### src/rtl/branch_judge_unit_if.sv
// rtl/branch_judge_unit_if.sv - flag/branch request and PC-load/flush bundle
interface branch_judge_unit_if #(
    parameter int ADDR_W = 16,
    parameter int CNT_W  = 16
);
    logic              flag_we;
    logic [3:0]        flag_in;
    logic              br_valid;
    logic [3:0]        br_cond;
    logic [ADDR_W-1:0] br_target;
    logic              br_ready;
    logic              pc_load;
    logic [ADDR_W-1:0] pc_target;
    logic              flush;
    logic              busy;
    logic [3:0]        flags_q;
    logic [CNT_W-1:0]  taken_count;

    modport master (
        output flag_we, flag_in, br_valid, br_cond, br_target,
        input  br_ready, pc_load, pc_target, flush, busy, flags_q, taken_count
    );

    modport slave (
        input  flag_we, flag_in, br_valid, br_cond, br_target,
        output br_ready, pc_load, pc_target, flush, busy, flags_q, taken_count
    );
endinterface

### src/rtl/branch_judge_unit.sv
// rtl/branch_judge_unit.sv - registered branch condition judge with PC load and pipeline flush
module branch_judge_unit #(
    parameter int ADDR_W       = 16,
    parameter int FLUSH_CYCLES = 2,
    parameter int FWD_FLAGS    = 1,
    parameter int CNT_W        = 16
) (
    input  logic                clk,
    input  logic                rst_n,
    branch_judge_unit_if.slave  bus
);
    localparam int CW = (FLUSH_CYCLES > 1) ? $clog2(FLUSH_CYCLES) : 1;
    localparam logic [CW-1:0] FLUSH_LOAD = CW'((FLUSH_CYCLES > 0) ? FLUSH_CYCLES - 1 : 0);

    localparam logic [0:0] S_IDLE  = 1'b0;
    localparam logic [0:0] S_FLUSH = 1'b1;

    logic [0:0]        state;
    logic [CW-1:0]     flush_cnt;
    logic [3:0]        flags_r;
    logic              pc_load_r;
    logic [ADDR_W-1:0] target_r;
    logic [CNT_W-1:0]  count_r;

    logic [3:0] eval_flags;
    logic       s, z, c, v;
    logic       cond_true;
    logic       busy_w;
    logic       taken;

    // Forwarding lets a compare-and-branch pair resolve without a bubble.
    assign eval_flags = ((FWD_FLAGS != 0) && bus.flag_we) ? bus.flag_in : flags_r;
    assign {s, z, c, v} = eval_flags;

    always_comb begin
        cond_true = 1'b0;
        case (bus.br_cond)
            4'd0:    cond_true = z;
            4'd1:    cond_true = s ^ v;
            4'd2:    cond_true = z | (s ^ v);
            4'd3:    cond_true = !z;
            4'd4:    cond_true = !(s ^ v);
            4'd5:    cond_true = !z & !(s ^ v);
            4'd6:    cond_true = c;
            4'd7:    cond_true = !c;
            4'd8:    cond_true = s;
            4'd9:    cond_true = !s;
            4'd10:   cond_true = v;
            4'd11:   cond_true = !v;
            4'd12:   cond_true = c & !z;
            4'd13:   cond_true = !c | z;
            4'd14:   cond_true = 1'b1;
            default: cond_true = 1'b0;
        endcase
    end

    assign busy_w = (state == S_FLUSH);
    assign taken  = bus.br_valid && !busy_w && cond_true;

    always_ff @(posedge clk) begin
        if (!rst_n) begin
            state     <= S_IDLE;
            flush_cnt <= '0;
            flags_r   <= 4'b0;
            pc_load_r <= 1'b0;
            target_r  <= '0;
            count_r   <= '0;
        end else begin
            if (bus.flag_we) begin
                flags_r <= bus.flag_in;
            end
            pc_load_r <= taken;
            if (taken) begin
                target_r <= bus.br_target;
                count_r  <= count_r + CNT_W'(1);
            end
            case (state)
                S_IDLE: begin
                    if (taken && (FLUSH_CYCLES > 0)) begin
                        state     <= S_FLUSH;
                        flush_cnt <= FLUSH_LOAD;
                    end
                end
                default: begin
                    if (flush_cnt == '0) begin
                        state <= S_IDLE;
                    end else begin
                        flush_cnt <= flush_cnt - CW'(1);
                    end
                end
            endcase
        end
    end

    assign bus.br_ready    = !busy_w;
    assign bus.busy        = busy_w;
    assign bus.flush       = busy_w;
    assign bus.pc_load     = pc_load_r;
    assign bus.pc_target   = target_r;
    assign bus.flags_q     = flags_r;
    assign bus.taken_count = count_r;
endmodule

### src/flat_wrapper.sv
// flat-port wrapper written by rule: the top's interface ports become plain ports
module branch_judge_unit_flat 
#(
    parameter int ADDR_W       = 16,
    parameter int FLUSH_CYCLES = 2,
    parameter int FWD_FLAGS    = 1,
    parameter int CNT_W        = 16
)
  (clk, rst_n, bus_flag_we, bus_flag_in, bus_br_valid, bus_br_cond, bus_br_target, bus_br_ready, bus_pc_load, bus_pc_target, bus_flush, bus_busy, bus_flags_q, bus_taken_count);
  branch_judge_unit_if #(.ADDR_W(ADDR_W), .CNT_W(CNT_W)) bus_i ();
  input  logic clk;
  input  logic rst_n;
  input wire logic [$bits(bus_i.flag_we)-1:0] bus_flag_we;
  input wire logic [$bits(bus_i.flag_in)-1:0] bus_flag_in;
  input wire logic [$bits(bus_i.br_valid)-1:0] bus_br_valid;
  input wire logic [$bits(bus_i.br_cond)-1:0] bus_br_cond;
  input wire logic [$bits(bus_i.br_target)-1:0] bus_br_target;
  output wire logic [$bits(bus_i.br_ready)-1:0] bus_br_ready;
  output wire logic [$bits(bus_i.pc_load)-1:0] bus_pc_load;
  output wire logic [$bits(bus_i.pc_target)-1:0] bus_pc_target;
  output wire logic [$bits(bus_i.flush)-1:0] bus_flush;
  output wire logic [$bits(bus_i.busy)-1:0] bus_busy;
  output wire logic [$bits(bus_i.flags_q)-1:0] bus_flags_q;
  output wire logic [$bits(bus_i.taken_count)-1:0] bus_taken_count;
  assign bus_i.flag_we = bus_flag_we;
  assign bus_i.flag_in = bus_flag_in;
  assign bus_i.br_valid = bus_br_valid;
  assign bus_i.br_cond = bus_br_cond;
  assign bus_i.br_target = bus_br_target;
  assign bus_br_ready = bus_i.br_ready;
  assign bus_pc_load = bus_i.pc_load;
  assign bus_pc_target = bus_i.pc_target;
  assign bus_flush = bus_i.flush;
  assign bus_busy = bus_i.busy;
  assign bus_flags_q = bus_i.flags_q;
  assign bus_taken_count = bus_i.taken_count;
  branch_judge_unit #(.ADDR_W(ADDR_W), .FLUSH_CYCLES(FLUSH_CYCLES), .FWD_FLAGS(FWD_FLAGS), .CNT_W(CNT_W)) u_core (.clk(clk), .rst_n(rst_n), .bus(bus_i));
endmodule
### config.mk
export PLATFORM = sky130hd
export DESIGN_NAME = branch_judge_unit_flat
export DESIGN_NICKNAME = d
export VERILOG_FILES = /design/src/rtl/branch_judge_unit_if.sv /design/src/rtl/branch_judge_unit.sv /design/src/flat_wrapper.sv
export SDC_FILE = /design/constraint.sdc
export NUM_CORES = 1
export LEC_CHECK = 0
export CAP_MARGIN = 10
export CORE_MARGIN = 4
export CORE_UTILIZATION = 26
export CTS_CLUSTER_DIAMETER = 60
export CTS_CLUSTER_SIZE = 20
export DETAILED_ROUTE_END_ITERATION = 16
export PLACE_DENSITY = 0.58
export SYNTH_ARGS = -nofsm -noshare
export SYNTH_HDL_FRONTEND = slang
export SYNTH_SLANG_ARGS = --single-unit
### constraint.sdc
create_clock -name clk -period 2.9 [get_ports clk]
set_clock_uncertainty 0.15 [all_clocks]
set_input_delay 0.725 -clock clk [delete_from_list [all_inputs] [get_ports clk]]
set_output_delay 0.725 -clock clk [all_outputs]
set_load 0.03 [all_outputs]
==> impl_metrics.json, run 1 <==
{
  "r2r_start": "u_core.bus.flags_q[1]",
  "relSlewSlack_pct": 62.31,
  "finalSetupViolations": 0,
  "cts_root_buf": "clkbuf_8",
  "rows": 33,
  "r2r_slack_ps": 680,
  "crit_type": "input port to flip-flop",
  "synth_edf_count": 0,
  "initial_core_util_pct": 26.93,
  "syn_nets": 289,
  "synth_area_um2": 2235,
  "hold_path_class": "flip-flop to flip-flop",
  "drv_slew": 0,
  "grtUsageMet1_pct": 14.08,
  "critPathLaunchType": "input port",
  "drt.antenna.violating_nets": 0,
  "post_cts_buffers": 0,
  "tns_ps": 0,
  "dieArea_um2": 10140,
  "viasPerCell": 4.767,
  "gp_congestion": 0.7850,
  "synthDistinctLibCells": 47,
  "final.setup.worst_slack_ps": 164.1,
  "crit_chain": "clkdlybuf4s50_1, mux2_4, or3_1, and3_4, nor4b_4, buf_4, o22ai_1, mux2i_1",
  "power.leakage_nw": 1.233,
  "synthXorXnorAreaFrac_pct": 0.7839,
  "cts_tree": "yes",
  "path_delay_family": "simple AND/OR/NAND/NOR gates",
  "drive_gt1_share_pct": 9.940,
  "synth_area_per_cell_um2": 8.595,
  "drc_errors": 0,
  "die_h_um": 100.7,
  "synth-compound-area-share_pct": 10.19,
  "drt_iter0_drc": 70,
  "grt_pass1_vias": 1988,
  "critPathCapture": "u_core.bus.taken_count[12]",
  "ys_async_sr_fraction_pct": 0,
  "nets": 360,
  "reg2reg_depth": 7,
  "arrival_ps": 2770,
  "io_buffer_count": 67,
  "cp.required_ps": 2930,
  "seqCellArea_um2": 780.7,
  "synth_top_family_by_area": "simple AND/OR/NAND/NOR gates",
  "cp_slowest_cell": "clkdlybuf4s50_1",
  "power.total_mw": 1.299,
  "max_freq_mhz": 365.5,
  "clock-sinks": 39,
  "maxCapViolations": 0,
  "period_share_pct": 94.34,
  "status": "completed",
  "num_vias": 2083,
  "crit_start": "bus_flag_in[1]",
  "min_period_ps": 2736,
  "path_buf_inv": 2,
  "insertion_delay_ps": 300,
  "num_io_pins": 68,
  "rsz0062_at_grt": "false",
  "synth_seq_cells": 39,
  "holdWs_ps": 308.2,
  "clockBufferDepth": 2,
  "use_met2_pct": 17.67,
  "yosys.area_share.adder_pct": 0.5599,
  "die_width_um": 100.7,
  "grt.total_usage_pct": 11.13,
  "muxShareOfSynthArea_pct": 17.41,
  "critPathMaxFanout": 17,
  "grt-ovfl-total": 0,
  "regToRegEndpoint": "u_core.bus.taken_count[12]",
  "multi_input_area_um2": 1318,
  "dp_hpwl_um": 4096,
  "antenna_found_initial": 0,
  "wl_per_cell_um": 12.65,
  "crit_cells": 8,
  "drt_pre_antenna_iters": 4,
  "place_ws_ps": -324.8,
  "path_clk_slew_ps": 80,
  "antennaDiodeCount": 0,
  "met3_usage_pct": 3.460,
  "worst_setup_path_end_kind": "flip-flop",
  "syn2layout_area_growth_pct": 40.65,
  "ctsHtreeMaxLevel": 2,
  "wl_um": 5528,
  "grt_pass1_wl_um": 9232,
  "yosysSeqAreaShare_pct": 34.94,
  "power_density_nw_per_um2": 413.4,
  "syn_inst": 260,
  "grt_max_degree": 35,
  "peakVddDrop_uv": 290.4,
  "cts_made_buffers": 5,
  "max_slew.worst_pin.slew_ps": 565.4,
  "slowest_delay_ps": 430,
  "synthSimpleGateAreaFrac_pct": 29.79,
  "core_um2": 8299,
  "yosysWarnings": 0,
  "nFillCells": 831,
  "synth_ff_type": "dfxtp_1",
  "finalHoldViolCount": 0,
  "grt_busiest_layer": "met2"
}
[metal layers]
layer | wire length [um] | share of wire, %
met4 | 79 | 1.4
met1 | 2521 | 46
met5 | 0 | 0
met2 | 2552 | 46
met3 | 375 | 6.8
[registers in the layout (all words and copies together), names as in the netlist]
| register | cells |
|---|---|
| u_core.bus.pc_target | 16 |
| u_core.bus.taken_count | 16 |
| u_core.bus.flags_q | 4 |
| u_core.bus.busy | 1 |
| u_core.bus.pc_load | 1 |
| u_core.flush_cnt | 1 |
[power by group]
| group | internal, mW | total (mW) | switching [mW] |
|---|---|---|---|
| Clock | 0.168 | 0.368 | 0.199 |
| Sequential | 0.565 | 0.589 | 0.0241 |
| Combinational | 0.169 | 0.342 | 0.173 |
| Total | 0.902 | 1.30 | 0.397 |
[cell usage in the layout (no fill, tap or decap), types with 3 or more instances in the layout]
cell,count
a21oi_1,3
and3_1,8
buf_4,15
clkbuf_8,5
clkdlybuf4s50_1,65
dfxtp_1,39
inv_1,3
mux2i_1,34
nand2_1,55
nand2b_1,15
nand3_1,15
nand3b_1,4
nand4_1,5
nor2_1,5
nor2b_1,7
o2111ai_1,3
o22ai_1,10
[Yosys cell counts, types with 2 or more instances]
master | count | area share (%)
clkbuf_1 | 12 | 2.0
buf_2 | 3 | 0.67
nand3_1 | 15 | 3.4
nand4_1 | 5 | 1.4
mux2i_1 | 34 | 15
inv_1 | 3 | 0.50
a211oi_1 | 2 | 0.67
a21oi_1 | 3 | 0.67
nor2b_1 | 7 | 2.0
nand2b_1 | 15 | 4.2
xnor2_1 | 2 | 0.78
nand2_1 | 55 | 9.2
buf_12 | 2 | 1.8
nor2_1 | 5 | 0.84
nand3b_1 | 4 | 1.3
o22ai_1 | 10 | 2.8
and3_1 | 8 | 2.2
o2111ai_1 | 3 | 1.2
buf_6 | 2 | 1.0
o21ai_0 | 2 | 0.45
nor3b_1 | 2 | 0.67
a21boi_0 | 2 | 0.67
dfxtp_1 | 39 | 35
and4_1 | 2 | 0.78
[repair_timing]
item                                    4_1_cts  5_1_grt
hold buffers                                  0        0
gates resized for setup                       1        1
endpoints found under the setup margin        9       19
[cells by family (layout without fill, tap and decap cells)]
family                   after synthesis  after routing
XOR/XNOR                               2              2
AO/OA/AOI/OAI                         31             31
buffers and inverters                 23             95
AND/OR/NAND/NOR                      127            127
flip-flops                            39             39
adder cells (fa/ha/maj)                1              1
multiplexers                          37             37
[worst reg2reg max path: cells and delay by family (launching register included)]
kind / cells / cell delay [ps]
mux: 2 / 410
compound gates: 1 / 130
buf+inv: 1 / 280
simple gates: 3 / 780
flops: 1 / 340
[stage by stage]
stage | util, % | instance area (um^2) | std cells
CTS | 37.81 | 3138 | 437
floorplan | - | 2235 | 260
finish | 37.87 | 3143 | 437
detailed placement | 36.80 | 3054 | 429
global placement | 36.80 | 3054 | 429
global route | 37.87 | 3143 | 437
[worst min-delay path by stage]
stage	slack (ps)	startpoint	to	depth (start not counted)
final	310	u_core.flush_cnt	u_core.bus.busy	2
after global routing	330	u_core.bus.pc_target[11]	u_core.bus.pc_target[11]	2
after CTS	310	u_core.flush_cnt	u_core.bus.busy	2
after detailed placement	300	u_core.flush_cnt	u_core.bus.busy	2
after global placement	290	u_core.flush_cnt	u_core.bus.busy	2
after floorplan	290	u_core.flush_cnt	u_core.bus.busy	2
[layout make-up]
cell class                      count  area share [%]
Multi-Input combinational cell    198           41.92
Timing Repair Buffer               84           26.00
Sequential cell                    39           24.84
Tap cell                          105           4.180
Clock buffer                        6           2.309
Clock inverter                      2          0.3981
Inverter                            3          0.3583
Power figures use the tool's default switching activity.
==> run 2, diff against run 1 <==
--- a/config.mk
+++ b/config.mk
@@ -9,3 +9,3 @@
 export CORE_MARGIN = 4
-export CORE_UTILIZATION = 26
+export CORE_UTILIZATION = 42
 export CTS_CLUSTER_DIAMETER = 60
@@ -13,3 +13,3 @@
 export DETAILED_ROUTE_END_ITERATION = 16
-export PLACE_DENSITY = 0.58
+export PLACE_DENSITY = 0.83
 export SYNTH_ARGS = -nofsm -noshare
--- a/constraint.sdc
+++ b/constraint.sdc
@@ -4,2 +4,2 @@
 set_output_delay 0.725 -clock clk [all_outputs]
-set_load 0.03 [all_outputs]
+set_load 0.005 [all_outputs]
==> run 2 against run 1 <==
Setup slack improved by 14 ps; first-iteration DRC count rose by 77%; highest routed layer unchanged; wire length fell by 5.8%; clock power increased by 7.9%; sequential power about the same; critical path type unchanged; global-route usage increased by 5.2 points; sequential share of layout area about the same.
==> impl_metrics.json, run 2 (same netlist as run 1, synthesis figures left out) <==
{
  "status": "completed",
  "cts_made_buffers": 5,
  "relSlewSlack_pct": 67.41,
  "min_period_ps": 2722,
  "rsz0062_at_grt": "false",
  "grt.total_usage_pct": 16.37,
  "arrival_ps": 2780,
  "slowest_delay_ps": 450,
  "clock-sinks": 39,
  "nFillCells": 470,
  "hold_path_class": "flip-flop to flip-flop",
  "cp_slowest_cell": "clkdlybuf4s50_1",
  "syn2layout_area_growth_pct": 40.76,
  "grt_max_degree": 32,
  "drt.antenna.violating_nets": 0,
  "rows": 26,
  "nets": 366,
  "seqCellArea_um2": 780.7,
  "power_density_nw_per_um2": 404.0,
  "finalSetupViolations": 0,
  "io_buffer_count": 67,
  "die_width_um": 80.94,
  "num_io_pins": 68,
  "wl_um": 5205,
  "dieArea_um2": 6551,
  "dp_hpwl_um": 3870,
  "drv_slew": 0,
  "num_vias": 2089,
  "gp_congestion": 0.8178,
  "worst_setup_path_end_kind": "flip-flop",
  "max_slew.worst_pin.slew_ps": 488.9,
  "power.leakage_nw": 1.276,
  "antenna_found_initial": 0,
  "wl_per_cell_um": 12.76,
  "antennaDiodeCount": 0,
  "cts_tree": "yes",
  "place_ws_ps": -295.2,
  "layout.cells.most_common": "clkdlybuf4s50_1",
  "cts_resized": 0,
  "die_h_um": 80.94,
  "core_um2": 5140,
  "grt-ovfl-total": 0,
  "ctsHtreeMaxLevel": 2,
  "crit_type": "input port to flip-flop",
  "grt_pass1_wl_um": 8611,
  "cp.required_ps": 2960,
  "viasPerCell": 5.120,
  "power.total_mw": 1.271,
  "drt_iter0_drc": 124,
  "drive_gt1_share_pct": 11.24,
  "critPathLaunchType": "input port",
  "initial_core_util_pct": 43.48,
  "critPathMaxFanout": 5,
  "drt_pre_antenna_iters": 4,
  "clockBufferDepth": 2,
  "maxCapViolations": 0,
  "multi_input_area_um2": 1313,
  "grt_pass1_vias": 1990,
  "post_cts_buffers": 0,
  "drc_errors": 0,
  "cts_root_buf": "clkbuf_8",
  "finalHoldViolCount": 0,
  "final.setup.worst_slack_ps": 178.4,
  "path_clk_slew_ps": 70,
  "insertion_delay_ps": 280,
  "final_cell_mix": "65 x clkdlybuf4s50_1, 55 x nand2_1, 39 x dfxtp_1",
  "period_share_pct": 93.85,
  "place_inst": 400,
  "peakVddDrop_uv": 333.5,
  "finalNonFillerCells": 408,
  "crit_chain": "clkdlybuf4s50_1, mux2_4, or3_1, and3_4, nor4b_4, o21a_4, buf_4, mux2i_1",
  "holdBufCountCts": 0,
  "max_freq_mhz": 367.4
}
-- run 2: path summary, 6_finish.rpt --
path	start	end	slack [ps]	depth (start not counted)
min	u_core.bus.pc_target[9]	u_core.bus.pc_target[9]	310	2
min reg2reg	u_core.bus.pc_target[9]	u_core.bus.pc_target[9]	310	2
max	bus_flag_in[1]	u_core.bus.pc_target[7]	180	8
max reg2reg	u_core.bus.flags_q[1]	u_core.bus.pc_target[7]	730	7
-- run 2: cell type report --
type	instances	share of cell area, %
Clock buffer	8	3.182
Inverter	3	0.3580
Multi-Input combinational cell	198	41.73
Sequential cell	39	24.82
Tap cell	70	2.784
Timing Repair Buffer	90	27.13
-- run 2: metrics by stage --
step / area, um^2 / TNS (ps) / hold slack, ps / util [%]
finish: 3146 / 0 / 309.3 / 61.20
global placement: 3043 / -8162 / 291.9 / 59.20
global route: 3146 / 0 / 329.1 / 61.20
detailed placement: 3043 / -8989 / 303.1 / 59.20
CTS: 3143 / 0 / 313.9 / 61.15
floorplan: 2235 / 0 / 285.3 / -
-- run 2: metal layers --
layer / part of all wire [%] / GRT usage [%] / routed length (um) / up-vias
li1: - / - / - / 1067
met1: 43 / 19.13 / 2233 / 954
met2: 49 / 29.06 / 2545 / 62
met3: 7.0 / 4.324 / 364 / 6
met4: 1.2 / 5.068 / 61 / 0
met5: 0 / 0 / 0 / -
-- run 2: critical path, delay by kind of cell --
family,cells,cell delay [ps]
muxes,2,460
and+or+nand+nor,3,770
buffers and inverters,2,610
AOI/OAI and AO/OA,1,200
-- run 2: power breakdown --
| part | total [mW] | switching (mW) | leakage (nW) | internal, mW |
|---|---|---|---|---|
| Sequential | 0.590 | 0.0245 | 0.318 | 0.565 |
| Clock | 0.397 | 0.180 | 0.0515 | 0.217 |
| Combinational | 0.283 | 0.114 | 0.906 | 0.170 |
| Total | 1.27 | 0.318 | 1.28 | 0.952 |
==> run 3, diff against run 2 <==
- CORE_ASPECT_RATIO: default -> 1.4
- SLEW_MARGIN: default -> 20
==> run 3 against run 2 <==
Worst hold slack got worse by 2.0 ps; die area rose by 0.25%; wire length rose by 1.5%; highest routed layer unchanged.
==> impl_metrics.json, run 3 (same netlist as run 1, synthesis figures left out) <==
{
  "worstHoldStart": "u_core.flush_cnt",
  "cts_tree": "yes",
  "path_clk_slew_ps": 90,
  "die_width_um": 69.65,
  "slowest_delay_ps": 440,
  "io_buffer_count": 67,
  "status": "completed",
  "initial_core_util_pct": 43.32,
  "placed_cell_area_um2": 3028,
  "die_h_um": 94.31,
  "regToRegEndpoint": "u_core.bus.pc_target[10]",
  "p_int_mw": 0.9965,
  "crit_chain": "clkdlybuf4s50_1, mux2_4, or3_1, and3_4, nor4b_4, o21a_4, buf_12, mux2i_1",
  "dp_hpwl_um": 3891,
  "drt_iter0_drc": 67,
  "period_share_pct": 92.96,
  "nFillCells": 473,
  "finalHoldViolCount": 0,
  "num_io_pins": 68,
  "drt_pre_antenna_iters": 4,
  "min_period_ps": 2696,
  "hold_path_class": "flip-flop to flip-flop",
  "arrival_ps": 2760,
  "wl_per_cell_um": 13.17,
  "wl_um": 5281,
  "final_cell_mix": "65 x clkdlybuf4s50_1, 55 x nand2_1, 39 x dfxtp_1",
  "layout.cells.most_common": "clkdlybuf4s50_1",
  "r2r_slack_ps": 730,
  "power_density_nw_per_um2": 427.5,
  "peakVddDrop_uv": 417.0,
  "drive_gt1_share_pct": 10.75,
  "core_um2": 5159,
  "worst_setup_path_end_kind": "flip-flop",
  "critPathMaxFanout": 13,
  "critPathLaunchType": "input port",
  "relSlewSlack_pct": 67.42,
  "syn2layout_area_growth_pct": 40.65,
  "max_freq_mhz": 371.0,
  "grt_max_degree": 44,
  "cp_slowest_cell": "clkdlybuf4s50_1",
  "viasPerCell": 5.272,
  "crit_type": "input port to flip-flop",
  "clock-sinks": 39,
  "drv_slew": 0,
  "gp_congestion": 0.8601,
  "swShare_pct": 25.83,
  "cp.required_ps": 2970,
  "holdWs_ps": 307.4,
  "finalNonFillerCells": 401,
  "insertion_delay_ps": 300,
  "r2r_start": "u_core.bus.flags_q[1]",
  "antenna_found_initial": 0,
  "seqPwrFrac_pct": 43.9,
  "clock_power_share_pct": 35.0,
  "rows": 31,
  "cts_root_buf": "clkbuf_8",
  "maxCapViolations": 0,
  "postLayoutCellArea_um2": 3143,
  "grt.total_usage_pct": 16.31,
  "drt.antenna.violating_nets": 0,
  "antennaDiodeCount": 0,
  "p_switching_mw": 0.3470,
  "ctsHtreeMaxLevel": 2,
  "dieArea_um2": 6568,
  "min_to": "u_core.bus.busy",
  "reg2reg_depth": 7,
  "grt_pass1_vias": 1970,
  "num_vias": 2114,
  "p_comb_share_pct": 21.1,
  "nets": 363,
  "finalSetupViolations": 0,
  "clockBufferDepth": 2,
  "power.leakage_nw": 1.265,
  "rsz0062_at_grt": "false",
  "holdPathStages": 2,
  "grt_pass1_wl_um": 8797,
  "holdBufCountCts": 0,
  "grt-ovfl-total": 0,
  "cts_made_buffers": 5,
  "place_inst": 393,
  "max_slew.worst_pin.slew_ps": 488.6,
  "drc_errors": 0
}
## run 3: cell count changes in the layout (fill, tap and decap cells not counted)
cell	before	now
buf_4	22	18
clkbuf_8	7	5
buf_12	1	2
bufinv_16	0	1
clkbuf_1	1	0
clkinv_4	0	1
dlygate4sd2_1	0	1
dlymetal6s2s_1	1	0
inv_6	0	1
## run 3: worst max path at each step
stage	from	to	slack, ps	depth (start not counted)
finish	bus_flag_in[1]	u_core.bus.pc_target[10]	200	8
detailed placement	bus_flag_we	u_core.bus.pc_target[10]	-290	8
global placement	bus_flag_we	u_core.bus.pc_target[12]	-280	8
global route	bus_br_cond[0]	u_core.bus.taken_count[6]	20	9
CTS	bus_flag_in[1]	u_core.bus.pc_target[10]	170	8
floorplan	bus_flag_we	u_core.bus.pc_target[0]	110	8
## run 3: routing by layer
metal  vias up  part of all wire [%]  wire (um)  GRT usage, %
met1       982                    39       2085         17.85
met5         -                     0          0             0
met2        63                    53       2812         29.62
li1       1059                     -          -             -
met3        10                   4.5        238         3.747
met4         0                   2.7        144         7.827
## run 3: power groups by stage
stage / clock [mW] / combinational [mW] / sequential, mW
floorplan: 0 / 0.148 / 0.600
global route: 0.502 / 0.309 / 0.595
detailed placement: 0 / 0.287 / 0.602
global placement: 0 / 0.282 / 0.601
finish: 0.470 / 0.284 / 0.590
CTS: 0.481 / 0.288 / 0.590
## run 3: timing repair
action | 4_1_cts | 5_1_grt
endpoints found under the setup margin | 1 | 0
setup buffers | 0 | 0
gates resized for setup | 1 | 0
## run 3: final cells by class
| type | count | area, um^2 | area share, % |
|---|---|---|---|
| Multi-Input combinational cell | 198 | 1313 | 41.76 |
| Timing Repair Buffer | 87 | 839.6 | 26.71 |
| Sequential cell | 39 | 780.7 | 24.84 |
| Tap cell | 66 | 82.58 | 2.627 |
| Clock buffer | 5 | 68.82 | 2.189 |
| Clock inverter | 3 | 47.55 | 1.513 |
| Inverter | 3 | 11.26 | 0.3583 |
## run 3: critical path: cells and delay by family
kind            cells  cell delay, ps
buf+inv             2             590
simple gates        3             770
compound gates      1             190
mux                 2             480
## run 3: metrics by stage
step | utilization (%) | TNS (ps) | total power, mW | setup slack, ps
after floorplan | - | 0 | 0.7481 | 108.0
after global placement | 58.70 | -8934 | 0.8825 | -275.0
after detailed placement | 58.70 | -9193 | 0.8891 | -287.4
after CTS | 60.93 | 0 | 1.359 | 169.8
after global routing | 60.93 | 0 | 1.407 | 15.34
final | 60.93 | 0 | 1.344 | 204.3
